==> config.mk <==
export PLATFORM = sky130hd
export DESIGN_NAME = vga_sync_gen
export DESIGN_NICKNAME = d
export VERILOG_FILES = /design/src/rtl/vga_sync_gen_pkg.sv /design/src/rtl/vga_axis_counter.sv /design/src/rtl/vga_sync_gen.sv
export SDC_FILE = /design/constraint.sdc
export NUM_CORES = 1
export LEC_CHECK = 0
export CAP_MARGIN = 10
export CELL_PAD_IN_SITES_DETAIL_PLACEMENT = 1
export CELL_PAD_IN_SITES_GLOBAL_PLACEMENT = 1
export CORE_MARGIN = 2
export CORE_UTILIZATION = 49
export CTS_BUF_LIST = sky130_fd_sc_hd__clkbuf_8
export DETAILED_ROUTE_END_ITERATION = 16
export PLACE_DENSITY_LB_ADDON = 0.05
export SLEW_MARGIN = 20
export SYNTH_ARGS = -nofsm -noshare
export SYNTH_HDL_FRONTEND = slang
export SYNTH_SLANG_ARGS = --single-unit
==> constraint.sdc <==
create_clock -name clk -period 3.9 [get_ports clk]
set_input_delay 0.78 -clock clk [delete_from_list [all_inputs] [get_ports clk]]
set_output_delay 0.78 -clock clk [all_outputs]
set_load 0.03 [all_outputs]
==> src/rtl/vga_sync_gen_pkg.sv <==
// Shared raster timing defaults and region encodings for the video timing path.
// No logic; imported by the sync generator and its axis counters.
package vga_sync_gen_pkg;

    localparam int COUNT_W   = 10;
    localparam int COUNT_MAX = 1 << COUNT_W;

    // 640x480@60 from a 50 MHz clock with a pixel every second clock
    localparam int   DEF_H_ACTIVE = 640;
    localparam int   DEF_H_FP     = 16;
    localparam int   DEF_H_SYNC   = 96;
    localparam int   DEF_H_BP     = 48;
    localparam int   DEF_V_ACTIVE = 480;
    localparam int   DEF_V_FP     = 10;
    localparam int   DEF_V_SYNC   = 2;
    localparam int   DEF_V_BP     = 33;
    localparam int   DEF_CLK_DIV  = 2;
    localparam logic DEF_SYNC_POL = 1'b0;

    typedef enum logic [1:0] {
        REG_ACTIVE = 2'd0,
        REG_FRONT  = 2'd1,
        REG_SYNC   = 2'd2,
        REG_BACK   = 2'd3
    } region_t;

endpackage

==> src/rtl/vga_axis_counter.sv <==
// One raster axis: position counter plus ACTIVE/FRONT/SYNC/BACK region FSM.
// count/region present the look-ahead value taken at the next edge (0-cycle decode).
// No backpressure; advances on step, clr has priority.
module vga_axis_counter
    import vga_sync_gen_pkg::*;
#(
    parameter int ACTIVE = DEF_H_ACTIVE,
    parameter int FP     = DEF_H_FP,
    parameter int SYNC   = DEF_H_SYNC,
    parameter int BP     = DEF_H_BP
) (
    input  logic               clk,
    input  logic               rst_n,
    input  logic               clr,
    input  logic               step,
    output logic [COUNT_W-1:0] count,
    output logic [1:0]         region,
    output logic               wrap
);

    localparam int TOTAL = ACTIVE + FP + SYNC + BP;

    generate
        if (TOTAL > COUNT_MAX || ACTIVE < 1 || FP < 1 || SYNC < 1 || BP < 1) begin : g_bad_timing
            $error("vga_axis_counter: illegal axis timing");
        end
    endgenerate

    localparam logic [COUNT_W-1:0] LAST_ACT  = COUNT_W'(ACTIVE - 1);
    localparam logic [COUNT_W-1:0] LAST_FP   = COUNT_W'(ACTIVE + FP - 1);
    localparam logic [COUNT_W-1:0] LAST_SYNC = COUNT_W'(ACTIVE + FP + SYNC - 1);
    localparam logic [COUNT_W-1:0] LAST_TOT  = COUNT_W'(TOTAL - 1);

    logic [COUNT_W-1:0] r_count;
    logic [COUNT_W-1:0] w_count_nxt;
    region_t            r_region;
    region_t            w_region_nxt;

    assign wrap = step && (r_count == LAST_TOT);

    always_ff @(posedge clk or negedge rst_n) begin
        if (!rst_n) begin
            r_count  <= '0;
            r_region <= REG_ACTIVE;
        end else begin
            r_count  <= w_count_nxt;
            r_region <= w_region_nxt;
        end
    end

    always_comb begin
        w_count_nxt  = r_count;
        w_region_nxt = r_region;
        if (clr) begin
            w_count_nxt  = '0;
            w_region_nxt = REG_ACTIVE;
        end else if (step) begin
            w_count_nxt = wrap ? '0 : r_count + 1'b1;
            case (r_region)
                REG_ACTIVE: if (r_count == LAST_ACT)  w_region_nxt = REG_FRONT;
                REG_FRONT:  if (r_count == LAST_FP)   w_region_nxt = REG_SYNC;
                REG_SYNC:   if (r_count == LAST_SYNC) w_region_nxt = REG_BACK;
                REG_BACK:   if (r_count == LAST_TOT)  w_region_nxt = REG_ACTIVE;
                default:                              w_region_nxt = REG_ACTIVE;
            endcase
        end
    end

    assign count  = w_count_nxt;
    assign region = w_region_nxt;

endmodule

==> src/rtl/vga_sync_gen.sv <==
// Raster timing generator: hsync/vsync, active mask, pixel coordinates, line/frame pulses.
// Outputs registered from next-state counters: zero skew, change on the same edge as h/v.
// No backpressure; enable low synchronously clears to the reset state.
module vga_sync_gen
    import vga_sync_gen_pkg::*;
#(
    parameter int   H_ACTIVE = DEF_H_ACTIVE,
    parameter int   H_FP     = DEF_H_FP,
    parameter int   H_SYNC   = DEF_H_SYNC,
    parameter int   H_BP     = DEF_H_BP,
    parameter int   V_ACTIVE = DEF_V_ACTIVE,
    parameter int   V_FP     = DEF_V_FP,
    parameter int   V_SYNC   = DEF_V_SYNC,
    parameter int   V_BP     = DEF_V_BP,
    parameter int   CLK_DIV  = DEF_CLK_DIV,
    parameter logic SYNC_POL = DEF_SYNC_POL
) (
    input  logic       clk,
    input  logic       rst_n,
    input  logic       enable,
    output logic       hsync,
    output logic       vsync,
    output logic       mask,
    output logic [9:0] x,
    output logic [9:0] y,
    output logic       line_start,
    output logic       frame_start
);

    generate
        if (CLK_DIV < 1) begin : g_bad_div
            $error("vga_sync_gen: CLK_DIV must be at least 1");
        end
    endgenerate

    localparam int                DIV_W    = (CLK_DIV > 1) ? $clog2(CLK_DIV) : 1;
    localparam logic [DIV_W-1:0]  DIV_LAST = DIV_W'(CLK_DIV - 1);

    logic             r_run;
    logic [DIV_W-1:0] r_div;
    logic             w_tick;
    logic             w_clr;

    logic [COUNT_W-1:0] w_h_nxt;
    logic [COUNT_W-1:0] w_v_nxt;
    logic [1:0]         w_h_region_nxt;
    logic [1:0]         w_v_region_nxt;
    logic               w_h_wrap;
    logic               w_v_wrap;

    logic       r_hsync;
    logic       r_vsync;
    logic       r_mask;
    logic [9:0] r_x;
    logic [9:0] r_y;
    logic       r_line_start;
    logic       r_frame_start;

    assign w_clr  = !enable;
    assign w_tick = r_run && (r_div == DIV_LAST);

    // r_run separates "cleared" from "sitting at (0,0)": the first enabled edge
    // enters (0,0) without a tick and must still fire both pulses.
    always_ff @(posedge clk or negedge rst_n) begin
        if (!rst_n) begin
            r_run <= 1'b0;
            r_div <= '0;
        end else if (w_clr) begin
            r_run <= 1'b0;
            r_div <= '0;
        end else begin
            r_run <= 1'b1;
            r_div <= (!r_run || w_tick) ? '0 : r_div + 1'b1;
        end
    end

    vga_axis_counter #(
        .ACTIVE (H_ACTIVE),
        .FP     (H_FP),
        .SYNC   (H_SYNC),
        .BP     (H_BP)
    ) u_h_axis (
        .clk    (clk),
        .rst_n  (rst_n),
        .clr    (w_clr),
        .step   (w_tick),
        .count  (w_h_nxt),
        .region (w_h_region_nxt),
        .wrap   (w_h_wrap)
    );

    vga_axis_counter #(
        .ACTIVE (V_ACTIVE),
        .FP     (V_FP),
        .SYNC   (V_SYNC),
        .BP     (V_BP)
    ) u_v_axis (
        .clk    (clk),
        .rst_n  (rst_n),
        .clr    (w_clr),
        .step   (w_tick & w_h_wrap),
        .count  (w_v_nxt),
        .region (w_v_region_nxt),
        .wrap   (w_v_wrap)
    );

    logic w_mask_nxt;
    assign w_mask_nxt = (w_h_region_nxt == REG_ACTIVE) && (w_v_region_nxt == REG_ACTIVE);

    always_ff @(posedge clk or negedge rst_n) begin
        if (!rst_n) begin
            r_hsync       <= ~SYNC_POL;
            r_vsync       <= ~SYNC_POL;
            r_mask        <= 1'b0;
            r_x           <= '0;
            r_y           <= '0;
            r_line_start  <= 1'b0;
            r_frame_start <= 1'b0;
        end else if (w_clr) begin
            r_hsync       <= ~SYNC_POL;
            r_vsync       <= ~SYNC_POL;
            r_mask        <= 1'b0;
            r_x           <= '0;
            r_y           <= '0;
            r_line_start  <= 1'b0;
            r_frame_start <= 1'b0;
        end else begin
            r_hsync       <= (w_h_region_nxt == REG_SYNC) ? SYNC_POL : ~SYNC_POL;
            r_vsync       <= (w_v_region_nxt == REG_SYNC) ? SYNC_POL : ~SYNC_POL;
            r_mask        <= w_mask_nxt;
            r_x           <= w_mask_nxt ? w_h_nxt : '0;
            r_y           <= w_mask_nxt ? w_v_nxt : '0;
            r_line_start  <= !r_run || w_h_wrap;
            r_frame_start <= !r_run || w_v_wrap;
        end
    end

    assign hsync       = r_hsync;
    assign vsync       = r_vsync;
    assign mask        = r_mask;
    assign x           = r_x;
    assign y           = r_y;
    assign line_start  = r_line_start;
    assign frame_start = r_frame_start;

endmodule

* After elaboration in Yosys (flattened, before gate mapping)
Cells that the tools add are included.
Cells by class: eq/ne operators 16, reduce and logical (&&, ||, !) cells 12, multiplexer cells 34, bitwise gates (word level) 1, $add $sub $neg 3
Operators with widths (count):
- $mux W10 | 10
- $eq A10 B10 Y1 const B | 5
- $eq A10 B9 Y1 const B | 3
- $mux W2 | 12
- $add A10 B1 Y10 const B | 2
- $pmux W2 S4 | 2
- $eq A2 B2 Y1 const B | 6
- $mux W1 | 10
- $logic_not A2 Y1 | 4
- $eq A2 B1 Y1 const B | 2
- $logic_and A1 B1 Y1 | 4
- $logic_or A1 B1 Y1 | 3
- $add A1 B1 Y1 const B | 1
- $and A1 B1 Y1 | 1
- $logic_not A1 Y1 | 1
Storage, ports and cells: input bits 3, output and inout port bits 25, register bits after elaboration 51, logic and storage cells 79

* Depth between registers and ports, before layout
Gate-level depths: netlist of run 1.
depth after elaboration 9, gate-level depth with buffers 9

* By module
Synthesis of run 1 repeated with hierarchy kept, for this count alone.
Unflattened totals: cell total of the unflattened synthesis 227, area, all modules 2463.6 µm²
By module, submodules not included:
- vga_sync_gen | area an instance 1064.8 µm², times used 1, cells each 85, sequential area each 678.2 µm²
- vga_axis_counter at u_v_axis | area an instance 711.9 µm², times used 1, cells each 71, sequential area each 300.3 µm²
- vga_axis_counter at u_h_axis | area an instance 686.9 µm², times used 1, cells each 71, sequential area each 300.3 µm²

* Least setup slack after synthesis of run 1
No wires, ideal clock.
path type reg-to-reg, start point register u_h_axis.r_count[0], end point register r_y[0], in the netlist y[0], setup slack 1.799 ns, data arrival time 2.000 ns, clock period less this slack 2.101 ns, setup time 0.101 ns, stages on the path, launching flop included 9, path through dfrtp_1 -> ha_1 -> and4_1 -> buf_4 -> and3_1 -> or3_1 -> a221o_1 -> buf_6 -> nor4_1
Between the ends: word-level cells in the longest chain between the ends 9, elaborated cells on any way between the ends 24, those cells by class 4 x eq/ne; 14 x mux; 1 x bitwise; 5 x reduce/logical
RTL lines:
- start, declared | RTL line vga_axis_counter.sv:34 | logic [COUNT_W-1:0] r_count;
- start signal, assigned | RTL line vga_axis_counter.sv:46 | r_count <= w_count_nxt;
- $eq A10 B10 Y1, on equally long branches
- $mux W2, or another cell as far along | RTL line vga_axis_counter.sv:63 | REG_BACK: if (r_count == LAST_TOT) w_region_nxt = REG_ACTIVE;
- $pmux W2 S4 / $and A1 B1 Y1 (equally long branches) | RTL line vga_axis_counter.sv:59, vga_sync_gen.sv:101
- $mux W2 / $logic_and A1 B1 Y1 (equally long branches) | RTL line vga_axis_counter.sv:57, vga_axis_counter.sv:39
- $mux W2 / $mux W10 (equally long branches) | RTL line vga_axis_counter.sv:54, vga_axis_counter.sv:58
- $logic_not A2 Y1 / $mux W10 (equally long branches) | RTL line vga_sync_gen.sv:108, vga_axis_counter.sv:57
- $logic_and A1 B1 Y1 / $mux W10 (equally long branches) | RTL line vga_sync_gen.sv:108, vga_axis_counter.sv:54
- $mux W10 * | RTL line vga_sync_gen.sv:132 | r_y <= w_mask_nxt ? w_v_nxt : '0;
- $mux W10 * | RTL line vga_sync_gen.sv:119 | end else if (w_clr) begin
- end signal, assigned | RTL line vga_sync_gen.sv:132
- end, declared | RTL line vga_sync_gen.sv:55 | logic [9:0] r_y;
Every way passes the cells marked *; elsewhere a longest branch is shown, timed or not.

* Worst setup path in the final report of run 1
start point register u_h_axis.r_count[0], end point register r_y[6], in the netlist y[6]
The elaborated chain is that of the path after synthesis.

==> impl_metrics.csv, run 1 <==
group,metric,value,unit
critical_path,worstReg2RegStart,"u_h_axis.r_count[0]$_DFF_PN0_",
floorplan,coreArea,4444,sq um
sta,period_share,0.7362,
yosys,synth.top_cell.area_share,0.5344,
yosys,synth_mux_area_frac,0.004362,
critical_path,path_max_fanout,21,
drt,ant_nets,0,
finish,final_nets,243,
sta,final.min_clock_period,2.871,ns
yosys,syn_inst,212,
yosys,synthSimpleGateAreaFrac,0.2508,
cts,cts_sinks,51,
global_routing,gr-usage-all-layers,0.2192,
yosys,synth_compound_area_frac,0.06107,
yosys,yosysUniqueCellTypes,42,
placed_design,place_area,2569,sq um
floorplan,die_h,72.43,um
drt,wl,5.132,mm
yosys,synth_xor_area_frac,0.06870,
yosys,synthFlopType,"dfrtp_1",
critical_path,crit_path_end_kind,"flop",
finish,fin_cells,289,
cts,ctsResizeCount,0,
cts,cts_htree_levels,2,
cts,path_clk_slew,0.09,ns
finish,area_delta_synth_final,15.59,%
drt,vias,1725,
yosys,ys_seq_area_frac,0.5573,
global_routing,grt.met2_usage,0.3333,
outcome,status,"finished, final reports clean",
yosys,netlist_area,2295,sq um
yosys,synthArstFlopShare,1.000,
sta,hold_violations,0,
global_routing,antenna_found_initial,0,
critical_path,arrival,3.05,ns
global_routing,top_usage_layer,"met2",
yosys,synth_area_leaders,"dfrtp_1, xor2_1, nor2_1",
yosys,syn_area_per_cell,10.82,sq um
drt,drc,0,
sta,slew_headroom,0.4172,
critical_path,crit_buf_inv,0,
placed_design,gp_congestion,0.8819,
yosys,yosys.area.top_type,"dfrtp_1",
critical_path,cp_top_family,"simple AND/OR/NAND/NOR gates",
yosys,synth_top_family_by_area,"simple AND/OR/NAND/NOR gates",
critical_path,worst_setup_path_start_kind,"flop",
critical_path,required,4.08,ns
drt,firstDrtPassIters,4,
finish,diodes,0,
placed_design,port_buffers,27,
yosys,synth_edf_count,0,
sta,max_freq,0.3483,GHz
pwr,powerDensity,322.5,nW/um^2
pwr,p_leak,1.167,nW
floorplan,start_util,0.5163,
floorplan,die_area,5246,sq um
sta,setup_viol,0,
yosys,yosys_warnings,0,
cts,cts_tree,"done",
cts,clock-root-buffer,"clkbuf_8",
cts,cts_inserted_buffers,5,
sta,finalMaxSlewViolations,0,
critical_path,reg2reg_to,"y[6]$_DFF_PN0_",
drt,viasPerCell,5.969,
sta,grt_setup_unrepaired,"no",
floorplan,placement_rows,24,
drt,drt-wirelength-per-cell,17.76,um
yosys,syn_nets,219,
global_routing,grt_max_degree,52,
global_routing,gr-total-overflow,0,
yosys,synthAdderAreaFrac,0.02181,
yosys,ys_ff_latch,51,
critical_path,reg2reg_setup_slack,1.03,ns
finish,final_cell_area,2653,sq um
cts,clk_latency,0.29,ns
critical_path,crit_slowest_cell,"a221o_1",
finish,utilization,0.5968,
global_routing,grt.met1_usage,0.3152,
drt,drt_iter0_drc,101,
finish,drive_above_1_share,0.06329,
cts,cts_setup_buffers,0,
global_routing,use_met3,0.04583,
global_routing,grt_pass1_vias,1782,
floorplan,num_io_pins,28,
cts,postCtsHoldBufs,0,
sta,finClkSkew,0.004440,ns
critical_path,crit_chain,"ha_1 -> and4_1 -> nand4_1 -> o2111a_1 -> a221o_1 -> nor4_1",
run,drv_cap,0,
pwr,power,0.0008553,W
floorplan,die_width,72.43,um
critical_path,ff2ff_path_depth,6,
finish,final.fill_count,464,
placed_design,dp.cells,281,
cts,clk_path_buf_depth,2,
placed_design,hpwl,3.512,mm
critical_path,critPathKind,"flop to flop",
sta,tightest_slew,0.8740,ns
pwr,ir_drop,0.1971,mV
global_routing,grt_pass1_wl,8.942,mm
sta,finalSetupTns,0,ns
min_path,hold_path_class,"input pin to async pin",
critical_path,slowest_delay,0.59,ns
[cells in the mapped netlist, types with 3 or more instances]
| cell | count |
|---|---|
| nand2_1 | 13 |
| o21a_1 | 3 |
| and3_1 | 6 |
| o21ai_0 | 3 |
| nand3_1 | 8 |
| nor4_1 | 11 |
| clkbuf_1 | 5 |
| nor3_1 | 11 |
| and4_1 | 5 |
| inv_1 | 5 |
| dfrtp_1 | 49 |
| xor2_1 | 10 |
| ha_1 | 4 |
| nor2_1 | 22 |
| nor3b_1 | 4 |
| xnor2_1 | 8 |
| nand4_1 | 5 |
| nor2b_1 | 6 |
[cells by family after synthesis]
family	after synthesis
fa+ha+maj	4
buf+inv	16
xor+xnor	18
flops	51
mux	1
simple gates	103
compound gates	19
[layout make-up]
class | instances | area, sq um | share of cell area
Clock inverter | 3 | 12.51 | 0.004717
Tap cell | 52 | 65.06 | 0.02453
Multi-Input combinational cell | 145 | 933.4 | 0.3519
Timing Repair Buffer | 28 | 275.3 | 0.1038
Inverter | 5 | 18.77 | 0.007075
Sequential cell | 51 | 1279 | 0.4821
Clock buffer | 5 | 68.82 | 0.02594
[cells in the final DEF, fill, tap and decap left out, types with 2 or more instances in the layout]
cell type        count
xnor2_1              8
xor2_1              10
and3_1               6
dfstp_2              2
a21oi_1              2
nor3_1              11
a31oi_1              2
nand3_1              8
o21a_1               3
and2_1               2
buf_4                2
o21ai_0              3
and4b_1              2
a211oi_1             2
nor2b_1              6
nor3b_1              4
a21boi_0             2
nand2_1             13
inv_1                7
and4_1               5
dfrtp_1             49
nand4_1              5
or2_2                2
clkdlybuf4s50_1     26
clkbuf_8             5
ha_1                 4
nor4_1              11
nor2_1              22
[worst reg2reg max path, cell delays in order, from the launching register on]
cell      delay, ns
dfrtp_1        0.39
ha_1           0.17
and4_1         0.31
nand4_1        0.47
o2111a_1       0.41
a221o_1        0.59
nor4_1         0.42
[flip-flops by register name (all words and copies together) (netlist names), 2 cells and up]
| name | cells |
|---|---|
| x | 10 |
| u_v_axis.r_region | 2 |
| u_v_axis.r_count | 10 |
| y | 10 |
| u_h_axis.r_count | 10 |
| u_h_axis.r_region | 2 |
[per-layer routing]
| layer | part of all wire | up-vias |
|---|---|---|
| met5 | 0 | - |
| met4 | 0.014 | 0 |
| met3 | 0.037 | 9 |
| met2 | 0.47 | 46 |
| met1 | 0.48 | 877 |
| li1 | - | 793 |
[power by group]
group	switching [W]	leakage, nW	internal (W)	total (W)
combinational	0.0000264	0.419	0.00000970	0.0000361
sequential	0.00000319	0.698	0.000532	0.000536
clock	0.000163	0.0505	0.000121	0.000284
[how the worst max path moves through the flow]
| stage | startpoint | end | slack [ns] | cells past startpoint |
|---|---|---|---|---|
| 2_1_floorplan | u_h_axis.r_count[0]$_DFF_PN0_ | y[0]$_DFF_PN0_ | 1.80 | 8 |
| 3_3_place_gp | u_h_axis.r_count[0]$_DFF_PN0_ | y[4]$_DFF_PN0_ | 1.25 | 6 |
| 3_5_place_dp | u_h_axis.r_count[0]$_DFF_PN0_ | y[6]$_DFF_PN0_ | 1.08 | 6 |
| 4_1_cts | u_h_axis.r_count[0]$_DFF_PN0_ | y[6]$_DFF_PN0_ | 1.03 | 6 |
| 5_1_grt | u_h_axis.r_count[0]$_DFF_PN0_ | y[7]$_DFF_PN0_ | 0.77 | 6 |
| 6_report | u_h_axis.r_count[0]$_DFF_PN0_ | y[6]$_DFF_PN0_ | 1.03 | 6 |
[metrics by stage]
step	setup WS, ns	hold WS, ns
floorplan	1.799	0.4571
global placement	1.255	0.4907
detailed placement	1.082	0.5190
CTS	1.032	0.5313
global route	0.7690	0.5453
finish	1.029	0.5001
Note: power is estimated with default switching activity, not from simulation.
==> run 2, diff against run 1 <==
--- a/config.mk
+++ b/config.mk
@@ -9,7 +9,7 @@
 export CELL_PAD_IN_SITES_DETAIL_PLACEMENT = 1
 export CELL_PAD_IN_SITES_GLOBAL_PLACEMENT = 1
 export CORE_MARGIN = 2
-export CORE_UTILIZATION = 49
+export CORE_UTILIZATION = 45
 export CTS_BUF_LIST = sky130_fd_sc_hd__clkbuf_8
 export DETAILED_ROUTE_END_ITERATION = 16
 export PLACE_DENSITY_LB_ADDON = 0.05
==> constraint.sdc (replaced) <==
create_clock -name clk -period 2.7 [get_ports clk]
set_input_delay 0.54 -clock clk [delete_from_list [all_inputs] [get_ports clk]]
set_output_delay 0.54 -clock clk [all_outputs]
set_load 0.03 [all_outputs]
==> run 2 against run 1 <==
  * Sequential share of layout area fell by 1.6 points
  * Critical path type unchanged
  * Register-to-register slack got worse by 0.70 ns
  * Cell area rose by 3.5%
  * First-iteration DRC count fell by 47%
  * Power rose by 51%
  * Final cell count rose by 7.3%
  * Highest routed layer unchanged
  * Non-clock buffer count rose by 6
  * Routed wire length fell by 0.29%
  * Clock power rose by 64%
==> impl_metrics.csv, run 2 (synthesis gave the netlist of run 1 again) <==
group,metric,value,unit
outcome,status,"finished, final reports clean",
global_routing,gr-total-overflow,0,
drt,drc,0,
critical_path,slowest_delay,0.40,ns
pwr,internal_power,0.001016,W
global_routing,gr-usage-all-layers,0.2027,
critical_path,required,2.88,ns
floorplan,coreArea,4817,sq um
cts,ctsResizeCount,0,
finish,area_delta_synth_final,19.63,%
sta,setup_viol,0,
floorplan,die_area,5687,sq um
sta,finalMaxSlewViolations,0,
sta,finalSetupTns,0,ns
sta,grt_setup_unrepaired,"no",
pwr,p_seq_frac,0.598,
sta,period_share,0.8765,
global_routing,grt_max_degree,52,
cts,postCtsHoldBufs,0,
floorplan,start_util,0.4764,
global_routing,grt_pass1_wl,8.611,mm
finish,diodes,0,
sta,max_freq,0.4226,GHz
cts,cts_sinks,51,
sta,final.min_clock_period,2.367,ns
cts,cts_setup_buffers,0,
sta,finClkSkew,0.006554,ns
critical_path,reg2reg_setup_slack,0.33,ns
cts,path_clk_slew,0.09,ns
floorplan,die_width,75.41,um
drt,vias,1682,
cts,cts_inserted_buffers,5,
placed_design,hpwl,3.657,mm
drt,wl,5.117,mm
cts,cts_tree,"done",
sta,hold_violations,0,
pwr,pwr-share-comb,0.043,
cts,clk_latency,0.30,ns
run,drv_cap,0,
floorplan,placement_rows,25,
finish,layout_commonest_cell,"dfrtp_1",
critical_path,path_max_fanout,10,
sta,slew_headroom,0.5715,
critical_path,worstReg2RegStart,"u_h_axis.r_count[0]$_DFF_PN0_",
global_routing,grt_pass1_vias,1788,
pwr,power_switching,0.0002772,W
critical_path,arrival,2.55,ns
drt,drt-wirelength-per-cell,16.51,um
pwr,p_clk_frac,0.359,
finish,layout_common_cells,"dfrtp_1, clkdlybuf4s50_1, nor2_1",
sta,tightest_slew,0.6412,ns
floorplan,die_h,75.41,um
placed_design,gp_congestion,0.8803,
drt,drt_iter0_drc,54,
pwr,swShare,0.2143,
cts,clock-root-buffer,"clkbuf_8",
drt,viasPerCell,5.426,
critical_path,crit_chain,"ha_1 -> and4_1 -> nand4_1 -> o2111a_1 -> a221o_1 -> buf_4 -> nor4_1",
critical_path,crit_path_end_kind,"flop",
cts,clk_path_buf_depth,2,
pwr,powerDensity,471.1,nW/um^2
pwr,p_leak,1.207,nW
floorplan,num_io_pins,28,
drt,firstDrtPassIters,4,
critical_path,worst_setup_path_start_kind,"flop",
placed_design,port_buffers,27,
drt,ant_nets,0,
finish,final_nets,249,
critical_path,critPathKind,"flop to flop",
finish,drive_above_1_share,0.09053,
cts,cts_htree_levels,2,
sta,hold_slack,0.2119,ns
finish,final.fill_count,542,
critical_path,crit_slowest_cell,"dfrtp_1",
min_path,hold_path_class,"input pin to async pin",
pwr,ir_drop,0.3286,mV
critical_path,reg2reg_to,"y[2]$_DFF_PN0_",
critical_path,ff2ff_path_depth,7,
global_routing,antenna_found_initial,0,
run 2: how the worst max path moves through the flow:
stage	end	slack (ns)	depth (start not counted)	from
2_1_floorplan	y[0]$_DFF_PN0_	0.60	8	u_h_axis.r_count[0]$_DFF_PN0_
3_3_place_gp	y[6]$_DFF_PN0_	0.47	4	enable
3_5_place_dp	y[3]$_DFF_PN0_	0.24	4	enable
4_1_cts	y[3]$_DFF_PN0_	0.28	7	u_h_axis.r_count[0]$_DFF_PN0_
5_1_grt	y[0]$_DFF_PN0_	0.09	7	u_h_axis.r_count[0]$_DFF_PN0_
6_report	y[2]$_DFF_PN0_	0.33	7	u_h_axis.r_count[0]$_DFF_PN0_
run 2: power groups by stage:
stage | Sequential [W] | Clock [W] | Combinational [W]
CTS | 0.000773 | 0.000479 | 0.0000570
detailed placement | 0.000788 | 0 | 0.0000568
global route | 0.000774 | 0.000504 | 0.0000618
finish | 0.000773 | 0.000465 | 0.0000554
floorplan | 0.000794 | 0 | 0.0000174
global placement | 0.000788 | 0 | 0.0000546
run 2: per-layer routing:
layer | global-route usage | routed length [um] | vias to the layer above
li1 | - | - | 803
met1 | 0.2809 | 2510 | 844
met2 | 0.3159 | 2394 | 29
met3 | 0.04365 | 153 | 6
met4 | 0.07212 | 59 | 0
met5 | 0 | 0 | -
run 2: critical path, delay by kind of cell, from the launching register on:
family | cells | cell delay (ns)
compound gates | 2 | 0.59
fa+ha+maj | 1 | 0.18
buf+inv | 1 | 0.19
flops | 1 | 0.40
simple gates | 3 | 0.90
run 2: stage by stage:
step | total power (W) | area (sq um) | std cells | worst slack, ns | util
after detailed placement | 0.0008452 | 2645 | 302 | 0.2409 | 0.5491
after global placement | 0.0008426 | 2645 | 302 | 0.4668 | 0.5491
after floorplan | 0.0008118 | 2295 | 212 | 0.5989 | -
after CTS | 0.001310 | 2745 | 310 | 0.2770 | 0.5699
final | 0.001293 | 2745 | 310 | 0.3335 | 0.5699
after global routing | 0.001340 | 2745 | 310 | 0.09213 | 0.5699
run 2: final cells by class:
type / instances / area [sq um] / area share
Timing Repair Buffer: 34 / 330.3 / 0.1203
Multi-Input combinational cell: 145 / 933.4 / 0.3400
Clock inverter: 1 / 3.754 / 0.001367
Inverter: 5 / 18.77 / 0.006837
Clock buffer: 7 / 96.34 / 0.03510
Tap cell: 67 / 83.83 / 0.03054
Sequential cell: 51 / 1279 / 0.4658
